`config.mk`:
```
export PLATFORM = sky130hd
export DESIGN_NAME = dcache_ctrl_flat
export DESIGN_NICKNAME = d
export VERILOG_FILES = /design/src/rtl/dcache_ctrl_pkg.sv /design/src/rtl/dcache_ctrl_if.sv /design/src/rtl/dcache_ctrl_sat_counter.sv /design/src/rtl/dcache_ctrl.sv /design/src/flat_wrapper.sv
export SDC_FILE = /design/constraint.sdc
export NUM_CORES = 1
export LEC_CHECK = 0
export ABC_AREA = 1
export ABC_CLOCK_PERIOD_IN_PS = 3000
export CAP_MARGIN = 20
export CORE_ASPECT_RATIO = 0.7
export CORE_MARGIN = 2
export CORE_UTILIZATION = 50
export DETAILED_ROUTE_END_ITERATION = 16
export PLACE_DENSITY = 0.71
export RECOVER_POWER = 25
export SETUP_SLACK_MARGIN = 0.4
export SYNTH_ARGS = -nofsm -noshare
export SYNTH_HDL_FRONTEND = slang
export SYNTH_SLANG_ARGS = --single-unit
```
`constraint.sdc`:
```
create_clock -name CLK -period 3 [get_ports CLK]
set_input_delay 0.3 -clock CLK [delete_from_list [all_inputs] [get_ports CLK]]
set_output_delay 0.3 -clock CLK [all_outputs]
set_load 0.02 [all_outputs]
```
`src/rtl/dcache_ctrl_pkg.sv`:
```
// Shared definitions for the direct-mapped write-back data cache.
// Holds the FSM state encoding and the derived address-field widths.
package dcache_ctrl_pkg;

  localparam logic [1:0] IDLE      = 2'd0;
  localparam logic [1:0] WRITEBACK = 2'd1;
  localparam logic [1:0] FETCH     = 2'd2;
  localparam logic [1:0] UPDATE    = 2'd3;

  // Word-offset field width.
  function automatic int unsigned off_w(input int unsigned words_per_block);
    return $clog2(words_per_block);
  endfunction

  // Set-index field width.
  function automatic int unsigned idx_w(input int unsigned num_sets);
    return $clog2(num_sets);
  endfunction

  // Tag field width: whatever address bits remain above index and offset.
  function automatic int unsigned tag_w(input int unsigned addr_w,
                                        input int unsigned words_per_block,
                                        input int unsigned num_sets);
    return addr_w - $clog2(words_per_block) - $clog2(num_sets);
  endfunction

endpackage

```
`src/rtl/dcache_ctrl_if.sv`:
```
// CPU-side and memory-side bus of the data cache, plus its performance counters.
// slave  : the cache (takes CPU requests, issues block requests to memory)
// master : the environment (CPU + block memory)
interface dcache_ctrl_if #(
  parameter int unsigned ADDR_W          = 8,
  parameter int unsigned DATA_W          = 8,
  parameter int unsigned WORDS_PER_BLOCK = 4,
  parameter int unsigned CNT_W           = 16
);
  import dcache_ctrl_pkg::*;

  localparam int unsigned OFF_W = off_w(WORDS_PER_BLOCK);
  localparam int unsigned BLK_W = DATA_W * WORDS_PER_BLOCK;

  logic                    READ;
  logic                    WRITE;
  logic [ADDR_W-1:0]       ADDRESS;
  logic [DATA_W-1:0]       WRITEDATA;
  logic [DATA_W-1:0]       READDATA;
  logic                    BUSYWAIT;
  logic                    MEM_READ;
  logic                    MEM_WRITE;
  logic [ADDR_W-OFF_W-1:0] MEM_ADDRESS;
  logic [BLK_W-1:0]        MEM_WRITEDATA;
  logic [BLK_W-1:0]        MEM_READDATA;
  logic                    MEM_BUSYWAIT;
  logic [CNT_W-1:0]        HIT_COUNT;
  logic [CNT_W-1:0]        MISS_COUNT;

  modport slave (
    input  READ, WRITE, ADDRESS, WRITEDATA, MEM_READDATA, MEM_BUSYWAIT,
    output READDATA, BUSYWAIT, MEM_READ, MEM_WRITE, MEM_ADDRESS, MEM_WRITEDATA,
           HIT_COUNT, MISS_COUNT
  );

  modport master (
    output READ, WRITE, ADDRESS, WRITEDATA, MEM_READDATA, MEM_BUSYWAIT,
    input  READDATA, BUSYWAIT, MEM_READ, MEM_WRITE, MEM_ADDRESS, MEM_WRITEDATA,
           HIT_COUNT, MISS_COUNT
  );

endinterface

```
`src/rtl/dcache_ctrl_sat_counter.sv`:
```
// Saturating event counter: counts inc pulses, sticks at all-ones.
// Ports: CLK, RESET (async, active-high), inc, count.
module sat_counter #(
  parameter int unsigned CNT_W = 16
) (
  input  logic             CLK,
  input  logic             RESET,
  input  logic             inc,
  output logic [CNT_W-1:0] count
);

  always_ff @(posedge CLK or posedge RESET) begin
    if (RESET) begin
      count <= '0;
    end else if (inc && (count != '1)) begin
      count <= count + CNT_W'(1);
    end
  end

endmodule

```
`src/rtl/dcache_ctrl.sv`:
```
// Direct-mapped, write-back, write-allocate data cache controller.
// Ports: CLK, RESET (async, active-high), bus (dcache_ctrl_if.slave) carrying the
// CPU READ/WRITE/BUSYWAIT port, the block memory port and the hit/miss counters.
module dcache_ctrl
  import dcache_ctrl_pkg::*;
#(
  parameter int unsigned ADDR_W          = 8,
  parameter int unsigned DATA_W          = 8,
  parameter int unsigned WORDS_PER_BLOCK = 4,
  parameter int unsigned NUM_SETS        = 8,
  parameter int unsigned CNT_W           = 16
) (
  input logic          CLK,
  input logic          RESET,
  dcache_ctrl_if.slave bus
);

  localparam int unsigned OFF_W = off_w(WORDS_PER_BLOCK);
  localparam int unsigned IDX_W = idx_w(NUM_SETS);
  localparam int unsigned TAG_W = tag_w(ADDR_W, WORDS_PER_BLOCK, NUM_SETS);
  localparam int unsigned BLK_W = DATA_W * WORDS_PER_BLOCK;

  logic [1:0]              state;
  logic [1:0]              next_state;
  logic [NUM_SETS-1:0]     valid;
  logic [NUM_SETS-1:0]     dirty;
  logic                    missed;
  logic [TAG_W-1:0]        tag_arr  [NUM_SETS];
  logic [BLK_W-1:0]        data_arr [NUM_SETS];

  logic [OFF_W-1:0]        req_off;
  logic [IDX_W-1:0]        req_idx;
  logic [TAG_W-1:0]        req_tag;
  logic                    req;
  logic                    hit;
  logic                    complete;
  logic                    load_addr;

  logic                    mem_read_d;
  logic                    mem_write_d;
  logic [ADDR_W-OFF_W-1:0] mem_addr_d;
  logic                    mem_read_q;
  logic                    mem_write_q;
  logic [ADDR_W-OFF_W-1:0] mem_addr_q;
  logic [BLK_W-1:0]        mem_wdata_q;

  // Address split and combinational hit lookup.
  assign req_off  = bus.ADDRESS[OFF_W-1:0];
  assign req_idx  = bus.ADDRESS[OFF_W +: IDX_W];
  assign req_tag  = bus.ADDRESS[ADDR_W-1 -: TAG_W];
  assign req      = bus.READ | bus.WRITE;
  assign hit      = valid[req_idx] && (tag_arr[req_idx] == req_tag);
  assign complete = req && (state == IDLE) && hit;

  // Zero-stall CPU side: stall and load data are combinational by design.
  assign bus.BUSYWAIT      = req && !((state == IDLE) && hit);
  assign bus.READDATA      = data_arr[req_idx][req_off*DATA_W +: DATA_W];
  assign bus.MEM_READ      = mem_read_q;
  assign bus.MEM_WRITE     = mem_write_q;
  assign bus.MEM_ADDRESS   = mem_addr_q;
  assign bus.MEM_WRITEDATA = mem_wdata_q;

  // Next-state and memory-request decode.
  always_comb begin
    next_state  = state;
    mem_read_d  = 1'b0;
    mem_write_d = 1'b0;
    mem_addr_d  = {req_tag, req_idx};
    case (state)
      IDLE:      if (req && !hit)
                   next_state = (valid[req_idx] && dirty[req_idx]) ? WRITEBACK : FETCH;
      WRITEBACK: if (!bus.MEM_BUSYWAIT) next_state = FETCH;
      FETCH:     if (!bus.MEM_BUSYWAIT) next_state = UPDATE;
      UPDATE:    next_state = IDLE;
      default:   next_state = IDLE;
    endcase
    mem_write_d = (next_state == WRITEBACK);
    mem_read_d  = (next_state == FETCH);
    if (next_state == WRITEBACK) mem_addr_d = {tag_arr[req_idx], req_idx};
  end

  // Memory address/data only load on entry to a memory phase so they stay put while busy.
  assign load_addr = (next_state != state) &&
                     ((next_state == WRITEBACK) || (next_state == FETCH));

  // State, line status and memory request registers.
  always_ff @(posedge CLK or posedge RESET) begin
    if (RESET) begin
      state       <= IDLE;
      valid       <= '0;
      dirty       <= '0;
      missed      <= 1'b0;
      mem_read_q  <= 1'b0;
      mem_write_q <= 1'b0;
      mem_addr_q  <= '0;
      mem_wdata_q <= '0;
    end else begin
      state       <= next_state;
      mem_read_q  <= mem_read_d;
      mem_write_q <= mem_write_d;
      if (load_addr) mem_addr_q <= mem_addr_d;
      if (next_state == WRITEBACK && state == IDLE) mem_wdata_q <= data_arr[req_idx];
      if (state == UPDATE) begin
        valid[req_idx] <= 1'b1;
        dirty[req_idx] <= 1'b0;
      end else if (complete && bus.WRITE) begin
        dirty[req_idx] <= 1'b1;
      end
      if (state == IDLE && next_state != IDLE) missed <= 1'b1;
      else if (complete)                       missed <= 1'b0;
    end
  end

  // Tag and data storage; not cleared by reset.
  always_ff @(posedge CLK) begin
    if (state == UPDATE) begin
      data_arr[req_idx] <= bus.MEM_READDATA;
      tag_arr[req_idx]  <= req_tag;
    end else if (complete && bus.WRITE) begin
      data_arr[req_idx][req_off*DATA_W +: DATA_W] <= bus.WRITEDATA;
    end
  end

  // A miss counts once when it leaves IDLE; a hit counts only for accesses that never missed.
  sat_counter #(.CNT_W(CNT_W)) u_hit_cnt (
    .CLK   (CLK),
    .RESET (RESET),
    .inc   (complete && !missed),
    .count (bus.HIT_COUNT)
  );

  sat_counter #(.CNT_W(CNT_W)) u_miss_cnt (
    .CLK   (CLK),
    .RESET (RESET),
    .inc   ((state == IDLE) && req && !hit),
    .count (bus.MISS_COUNT)
  );

endmodule
```
`src/flat_wrapper.sv`:
```
// flat-port wrapper written by rule: the top's interface ports become plain ports
module dcache_ctrl_flat import dcache_ctrl_pkg::*;
#(
  parameter int unsigned ADDR_W          = 8,
  parameter int unsigned DATA_W          = 8,
  parameter int unsigned WORDS_PER_BLOCK = 4,
  parameter int unsigned NUM_SETS        = 8,
  parameter int unsigned CNT_W           = 16
)
  (CLK, RESET, bus_READ, bus_WRITE, bus_ADDRESS, bus_WRITEDATA, bus_MEM_READDATA, bus_MEM_BUSYWAIT, bus_READDATA, bus_BUSYWAIT, bus_MEM_READ, bus_MEM_WRITE, bus_MEM_ADDRESS, bus_MEM_WRITEDATA, bus_HIT_COUNT, bus_MISS_COUNT);
  dcache_ctrl_if #(.ADDR_W(ADDR_W), .DATA_W(DATA_W), .WORDS_PER_BLOCK(WORDS_PER_BLOCK), .CNT_W(CNT_W)) bus_i ();
  input logic CLK;
  input logic RESET;
  input wire logic [$bits(bus_i.READ)-1:0] bus_READ;
  input wire logic [$bits(bus_i.WRITE)-1:0] bus_WRITE;
  input wire logic [$bits(bus_i.ADDRESS)-1:0] bus_ADDRESS;
  input wire logic [$bits(bus_i.WRITEDATA)-1:0] bus_WRITEDATA;
  input wire logic [$bits(bus_i.MEM_READDATA)-1:0] bus_MEM_READDATA;
  input wire logic [$bits(bus_i.MEM_BUSYWAIT)-1:0] bus_MEM_BUSYWAIT;
  output wire logic [$bits(bus_i.READDATA)-1:0] bus_READDATA;
  output wire logic [$bits(bus_i.BUSYWAIT)-1:0] bus_BUSYWAIT;
  output wire logic [$bits(bus_i.MEM_READ)-1:0] bus_MEM_READ;
  output wire logic [$bits(bus_i.MEM_WRITE)-1:0] bus_MEM_WRITE;
  output wire logic [$bits(bus_i.MEM_ADDRESS)-1:0] bus_MEM_ADDRESS;
  output wire logic [$bits(bus_i.MEM_WRITEDATA)-1:0] bus_MEM_WRITEDATA;
  output wire logic [$bits(bus_i.HIT_COUNT)-1:0] bus_HIT_COUNT;
  output wire logic [$bits(bus_i.MISS_COUNT)-1:0] bus_MISS_COUNT;
  assign bus_i.READ = bus_READ;
  assign bus_i.WRITE = bus_WRITE;
  assign bus_i.ADDRESS = bus_ADDRESS;
  assign bus_i.WRITEDATA = bus_WRITEDATA;
  assign bus_i.MEM_READDATA = bus_MEM_READDATA;
  assign bus_i.MEM_BUSYWAIT = bus_MEM_BUSYWAIT;
  assign bus_READDATA = bus_i.READDATA;
  assign bus_BUSYWAIT = bus_i.BUSYWAIT;
  assign bus_MEM_READ = bus_i.MEM_READ;
  assign bus_MEM_WRITE = bus_i.MEM_WRITE;
  assign bus_MEM_ADDRESS = bus_i.MEM_ADDRESS;
  assign bus_MEM_WRITEDATA = bus_i.MEM_WRITEDATA;
  assign bus_HIT_COUNT = bus_i.HIT_COUNT;
  assign bus_MISS_COUNT = bus_i.MISS_COUNT;
  dcache_ctrl #(.ADDR_W(ADDR_W), .DATA_W(DATA_W), .WORDS_PER_BLOCK(WORDS_PER_BLOCK), .NUM_SETS(NUM_SETS), .CNT_W(CNT_W)) u_core (.CLK(CLK), .RESET(RESET), .bus(bus_i));
endmodule
```
==> results.py, run 1 <==
metrics = {
    "sta": {
        "setup_viol": 0,
        "min_period_ps": 2580,
        "slew_viol_final": 0,
        "rsz0062_at_grt": "true",
        "timing.slew.headroom_pct": 6.88,
        "finalCritPeriodShare_pct": 86.0,
        "finalSetupTns_ps": 0,
        "tightest_slew_ps": 1390,
        "hold_violations": 0,
        "max_freq_ghz": 0.388,
        "clock_skew_ps": 21.9,
    },
    "floorplan": {
        "die_w_um": 213,
        "die_area_um2": 32100,
        "core_um2": 30100,
        "ios": 134,
        "start_util_pct": 51.0,
        "die_h_um": 151,
        "rows": 53,
    },
    "finish": {
        "layout_commonest_cell": "edfxtp_1",
        "finish.utilization_pct": 69.3,
        "synthToLayoutAreaGrowth_pct": 35.9,
        "layout_common_cells": "edfxtp_1, nand2_1, buf_4",
        "insertedDiodeCount": 0,
        "drive_above_1_share_pct": 26.4,
        "nNetsFinal": 1720,
    },
    "drt": {
        "drcViolationCount": 0,
        "top_layer": "met4",
        "route.met2.wl_um": 20600,
        "drtIter0Drc": 1374,
        "viasPerCell": 5.61,
        "routed_wirelength_um": 45600,
        "wl_met3_um": 5350,
        "post_drt_wl_per_cell_um": 21.8,
        "vias": 11800,
        "first_pass_iters": 5,
        "ant_nets": 0,
        "m1WireLength_um": 18300,
    },
    "worst_setup_path": {
        "critPathArrivalTime_ps": 2820,
        "max_stage_delay_ps": 360,
        "cp.required_ps": 3240,
        "setup.worst_path.end_class": "flop",
        "slowest_stage": "edfxtp_1",
        "worst_path_most_repeated_cell": "nand2_1",
        "crit_type": "flop to flop",
        "cp_cell_sequence": "inv_1, nand2_1, nand3_1, nand2_2, o21bai_1, nand2_1, nor2_1, nand2_1, inv_4, nand3_4, inv_4, buf_12, nand2_2, nand2_1, inv_2, nor2_2, buf_4",
        "worstPathMaxFanout": 8,
        "startpoint_type": "flop",
    },
    "power_and_ir_drop": {
        "power.density_nw_per_um2": 715,
        "p_leak_nw": 8.49,
        "irDropWorstVdd_uv": 511,
    },
    "synthesis": {
        "yosysWarnings": 0,
        "synth_nets": 1333,
        "yosysTopAreaCellShare_pct": 54.8,
        "ys_seq_area_share_pct": 69.6,
        "ys_ff_latch": 371,
        "synth_area_leader_cell": "edfxtp_1",
        "syn_area_per_cell_um2": 12.1,
        "syn_area_um2": 15300,
        "synthCells": 1269,
        "synth.area.top_cells": "edfxtp_1, dfrtp_1, nand2_1, nor2_1, inv_1",
        "synth_cell_types": 41,
    },
    "status": {
        "status": "finished clean",
    },
    "clocking": {
        "holdBufCountCts": 0,
        "cts_buffers": 37,
        "htreeDepth": 2,
        "clockBufferDepth": 3,
        "clock-sinks": 371,
        "clock_latency_ps": 550,
        "path_clk_slew_ps": 60,
        "cts-root-buf": "clkbuf_16",
        "tritoncts": "yes",
    },
    "grt": {
        "grt_remaining_overflow": 0,
        "grt_pass1_wl_um": 66900,
        "grt_use_total_pct": 28.3,
        "antenna_found_initial": 0,
        "grt_max_degree": 65,
        "grt_pass1_vias": 11600,
    },
    "placed_design": {
        "dp_hpwl_um": 30100,
        "io_buffer_count": 133,
        "gp_congestion": 0.928,
    },
    "worst_hold_path": {
        "hold_class": "input port to flop",
    },
    "flow_run": {
        "drv_cap": 0,
    },
}
[cell usage after synthesis (all sizes together)]
master	n
inv	104
a41oi	1
nand4	31
o211ai	1
nand2	284
xor2	17
a221oi	36
nor3	8
dfrtp	91
o21ai	75
or2	7
nand3	56
clkbuf	29
o21bai	1
edfxtp	280
ha	11
buf	15
nand3b	1
nor4	2
nor2	104
clkinv	3
nor3b	1
a22o	21
mux2	28
a22oi	30
a21oi	12
xnor2	11
o22ai	8
a31oi	1
[flip-flops by register name, indices dropped and copies added (netlist names), named ones only]
register,flops
u_core.bus.MEM_ADDRESS,6
u_core.data_arr,256
u_core.tag_arr,24
u_core.missed,1
u_core.bus.MEM_READ,1
u_core.bus.MEM_WRITE,1
u_core.valid,8
u_core.state,2
u_core.bus.MEM_WRITEDATA,32
u_core.u_hit_cnt.count,16
u_core.u_miss_cnt.count,16
[routing by layer]
layer  up-vias  track usage, %
li1       5272               -
met1      5698            40.1
met2       679            42.7
met3       105            7.30
met4         0            9.86
met5         -               0
[worst paths after layout]
kind / from / depth (start not counted) / endpoint / slack, ps
max: u_core.tag_arr[6][2]$_DFFE_PP_ / 17 / u_core.data_arr[1][23]$_DFFE_PP_ / 420
min: bus_ADDRESS[3] / 3 / u_core.bus.MEM_ADDRESS[1]$_DFFE_PP0P_ / 130
max reg2reg: u_core.tag_arr[6][2]$_DFFE_PP_ / 17 / u_core.data_arr[1][23]$_DFFE_PP_ / 420
min reg2reg: u_core.bus.MEM_ADDRESS[2]$_DFFE_PP0P_ / 2 / u_core.bus.MEM_ADDRESS[2]$_DFFE_PP0P_ / 470
max in group asynchronous: RESET / 3 / u_core.bus.MEM_WRITEDATA[20]$_DFFE_PP0P_ / 890
min in group asynchronous: RESET / 2 / u_core.bus.MEM_WRITEDATA[7]$_DFFE_PP0P_ / 520
[metrics by stage]
stage / total power, mW / instances / area (um2) / hold WS [ps] / setup WS, ps
3_3_place_gp: 9.71 / 1964 / 18700 / 440 / -347
3_5_place_dp: 9.80 / 1964 / 18700 / 451 / -331
4_1_cts: 14.9 / 2080 / 20500 / 232 / 356
6_report: 14.9 / 2097 / 20900 / 134 / 421
2_1_floorplan: 8.13 / 1269 / 15400 / 399 / 430
5_1_grt: 15.5 / 2097 / 20900 / 141 / 234
[final cells by class]
type,count,area (um2)
clock inverter,22,308
fill,2124,9250
inverter,107,420
multi-input combinational,747,4330
tap,412,515
clock buffer,46,1010
sequential,371,10700
timing repair buffer,392,3590
[kinds of logic after synthesis]
kind of cell	synth area share (%)
adder cells (fa/ha/maj)	0.897
AO/OA/AOI/OAI	8.08
AND/OR/NAND/NOR	13.9
multiplexers	2.05
flip-flops	69.6
buffers and inverters	3.87
XOR/XNOR	1.60
[critical path, delay by kind of cell, from the launching register on]
| kind | cells | cell delay (ps) |
|---|---|---|
| AO/OA/AOI/OAI | 1 | 150 |
| buffers and inverters | 6 | 730 |
| flip-flops | 1 | 360 |
| AND/OR/NAND/NOR | 10 | 1030 |
[what timing repair did]
item                                    4_1_cts  5_1_grt
endpoints found under the setup margin      499      445
resized for setup                            83       58
pin swaps                                    26       15
buffers inserted                             45       13
gates cloned                                  3        4
[power breakdown]
part / internal (mW) / switching, mW / total (mW) / leakage (nW)
clock network: 3.02 / 2.01 / 5.03 / 0.632
registers: 6.13 / 0.301 / 6.43 / 3.64
logic: 1.52 / 1.95 / 3.47 / 4.22
total: 10.7 / 4.25 / 14.9 / 8.49
Power figures use the tool's default switching activity.
==> inputs of run 2 (changes only) <==
--- a/config.mk
+++ b/config.mk
@@ -18,3 +18,4 @@
 export SYNTH_ARGS = -nofsm -noshare
 export SYNTH_HDL_FRONTEND = slang
 export SYNTH_SLANG_ARGS = --single-unit
+export TNS_END_PERCENT = 5
==> results.py, run 2 (same netlist as run 1, synthesis figures left out) <==
metrics = {
    "status": {
        "status": "finished clean",
    },
    "drt": {
        "ant_nets": 0,
        "routed_wirelength_um": 44800,
        "vias": 11700,
        "post_drt_wl_per_cell_um": 21.4,
        "drtIter0Drc": 1342,
        "viasPerCell": 5.60,
        "first_pass_iters": 5,
        "drcViolationCount": 0,
    },
    "grt": {
        "antenna_found_initial": 0,
        "use_met3_pct": 7.11,
        "grt_use_total_pct": 28.3,
        "grt_pass1_wl_um": 66900,
        "grt_pass1_vias": 11600,
        "met1_usage_pct": 40.1,
        "grt-busiest-layer": "met2",
        "grt_remaining_overflow": 0,
        "grt_max_degree": 65,
        "use_met2_pct": 42.4,
    },
    "placed_design": {
        "gp_congestion": 0.928,
        "dpl.cell_count": 1964,
        "placed_cell_area_um2": 18700,
        "dp_hpwl_um": 30100,
        "pre_cts_slack_ps": -331,
        "io_buffer_count": 133,
    },
    "clocking": {
        "path_clk_slew_ps": 60,
        "clockBufferDepth": 3,
        "clock_latency_ps": 550,
        "cts_buffers": 37,
        "cts-root-buf": "clkbuf_16",
        "htreeDepth": 2,
        "tritoncts": "yes",
        "clock-sinks": 371,
    },
    "sta": {
        "setup_viol": 0,
        "rsz0062_at_grt": "true",
        "whs_ps": 134,
        "finalCritPeriodShare_pct": 87.7,
        "min_period_ps": 2630,
        "timing.slew.headroom_pct": 5.19,
        "setup_ws_ps": 368,
        "slew_viol_final": 0,
        "max_freq_ghz": 0.380,
        "clock_skew_ps": 24.7,
        "hold_violations": 0,
        "tightest_slew_ps": 1410,
    },
    "worst_setup_path": {
        "startpoint_type": "flop",
        "crit_type": "flop to primary output",
        "worstPathMaxFanout": 4,
        "regToRegSetupSlack_ps": 370,
        "setup.worst_path.end_class": "primary output",
        "critPathArrivalTime_ps": 2330,
        "cp.required_ps": 2700,
    },
    "floorplan": {
        "die_area_um2": 32100,
        "rows": 53,
        "start_util_pct": 51.0,
        "die_h_um": 151,
        "core_um2": 30100,
        "die_w_um": 213,
        "ios": 134,
    },
    "power_and_ir_drop": {
        "irDropWorstVdd_uv": 506,
        "power.density_nw_per_um2": 714,
        "p_leak_nw": 8.40,
    },
    "worst_hold_path": {
        "hold_class": "input port to flop",
    },
    "finish": {
        "n_fill_cell": 2153,
        "layout_commonest_cell": "edfxtp_1",
        "finish.utilization_pct": 68.7,
        "postLayoutCellArea_um2": 20700,
        "drive_above_1_share_pct": 25.5,
        "insertedDiodeCount": 0,
        "largest_reg_flops": 256,
        "nNetsFinal": 1716,
        "synthToLayoutAreaGrowth_pct": 34.8,
        "final_cells": 2093,
        "layout_common_cells": "edfxtp_1, nand2_1, buf_4",
        "max_flop_register": "u_core.data_arr",
    },
    "flow_run": {
        "drv_cap": 0,
    },
}
## run 2: cell types whose count changed in the layout (fill, tap and decap cells not counted), moves of 2 or more
cell       before  now
nand2_2         9   12
o21ai_2        10    6
nor2_2         16   10
inv_4           4    2
nand2_4         4    2
o21ai_1        33   36
clkbuf_16      42   39
nor2_1         84   90
## run 2: power breakdown
part | internal [mW] | leakage, nW | switching (mW)
logic | 1.46 | 4.13 | 1.87
clock network | 3.02 | 0.632 | 2.01
registers | 6.13 | 3.64 | 0.296
total | 10.6 | 8.40 | 4.18
## run 2: worst paths after layout
| check | from | end | cells past startpoint |
|---|---|---|---|
| max in group asynchronous | RESET | u_core.bus.MEM_WRITEDATA[19]$_DFFE_PP0P_ | 3 |
| min in group asynchronous | RESET | u_core.bus.MEM_WRITEDATA[7]$_DFFE_PP0P_ | 2 |
| worst max register to register | u_core.tag_arr[7][0]$_DFFE_PP_ | u_core.data_arr[1][23]$_DFFE_PP_ | 17 |
| worst min register to register | u_core.bus.MEM_ADDRESS[2]$_DFFE_PP0P_ | u_core.bus.MEM_ADDRESS[2]$_DFFE_PP0P_ | 2 |
| worst min-delay path | bus_ADDRESS[3] | u_core.bus.MEM_ADDRESS[1]$_DFFE_PP0P_ | 3 |
| worst max-delay path | u_core.tag_arr[7][0]$_DFFE_PP_ | bus_BUSYWAIT | 15 |
## run 2: area by class of cell
cell class	instances	area, um2	share of cell area, %
multi-input cells	747	4260	20.6
repair buffers	388	3500	16.9
flip-flops and latches	371	10700	51.6
well taps	412	515	2.49
inverters	107	417	2.01
clock buffers	46	1010	4.89
clock inverters	22	308	1.49
## run 2: worst max-delay path: stages (launching register included)
cell and delay, ps:
edfxtp_1 370, inv_1 70, nand2_1 50, nand3_1 100, nand2_1 100, nor2_2 110, nand2_1 70, nand2_1 80
nor2_1 40, nand2_1 150, clkinvlp_2 190, buf_4 180, nand2_1 60, nand2_1 50, inv_1 70, buf_6 120
## run 2: what timing repair did
action                                  in CTS  in global routing
cloned                                       3                  0
pin swaps                                   26                 13
resized for setup                           83                 38
setup buffers                               44                 14
hold buffers                                 0                  0
endpoints found under the setup margin     499                445
## run 2: metrics by stage
step / power [mW] / setup TNS, ps
2_1_floorplan: 8.13 / 0
3_3_place_gp: 9.71 / -90860
3_5_place_dp: 9.80 / -115380
4_1_cts: 14.9 / 0
5_1_grt: 15.4 / 0
6_report: 14.8 / 0
## run 2: metal layers
layer | wire (um) | up-vias
met5 | 0 | -
met4 | 1430 | 0
met3 | 4950 | 116
met1 | 18400 | 5714
met2 | 20000 | 624
li1 | - | 5265
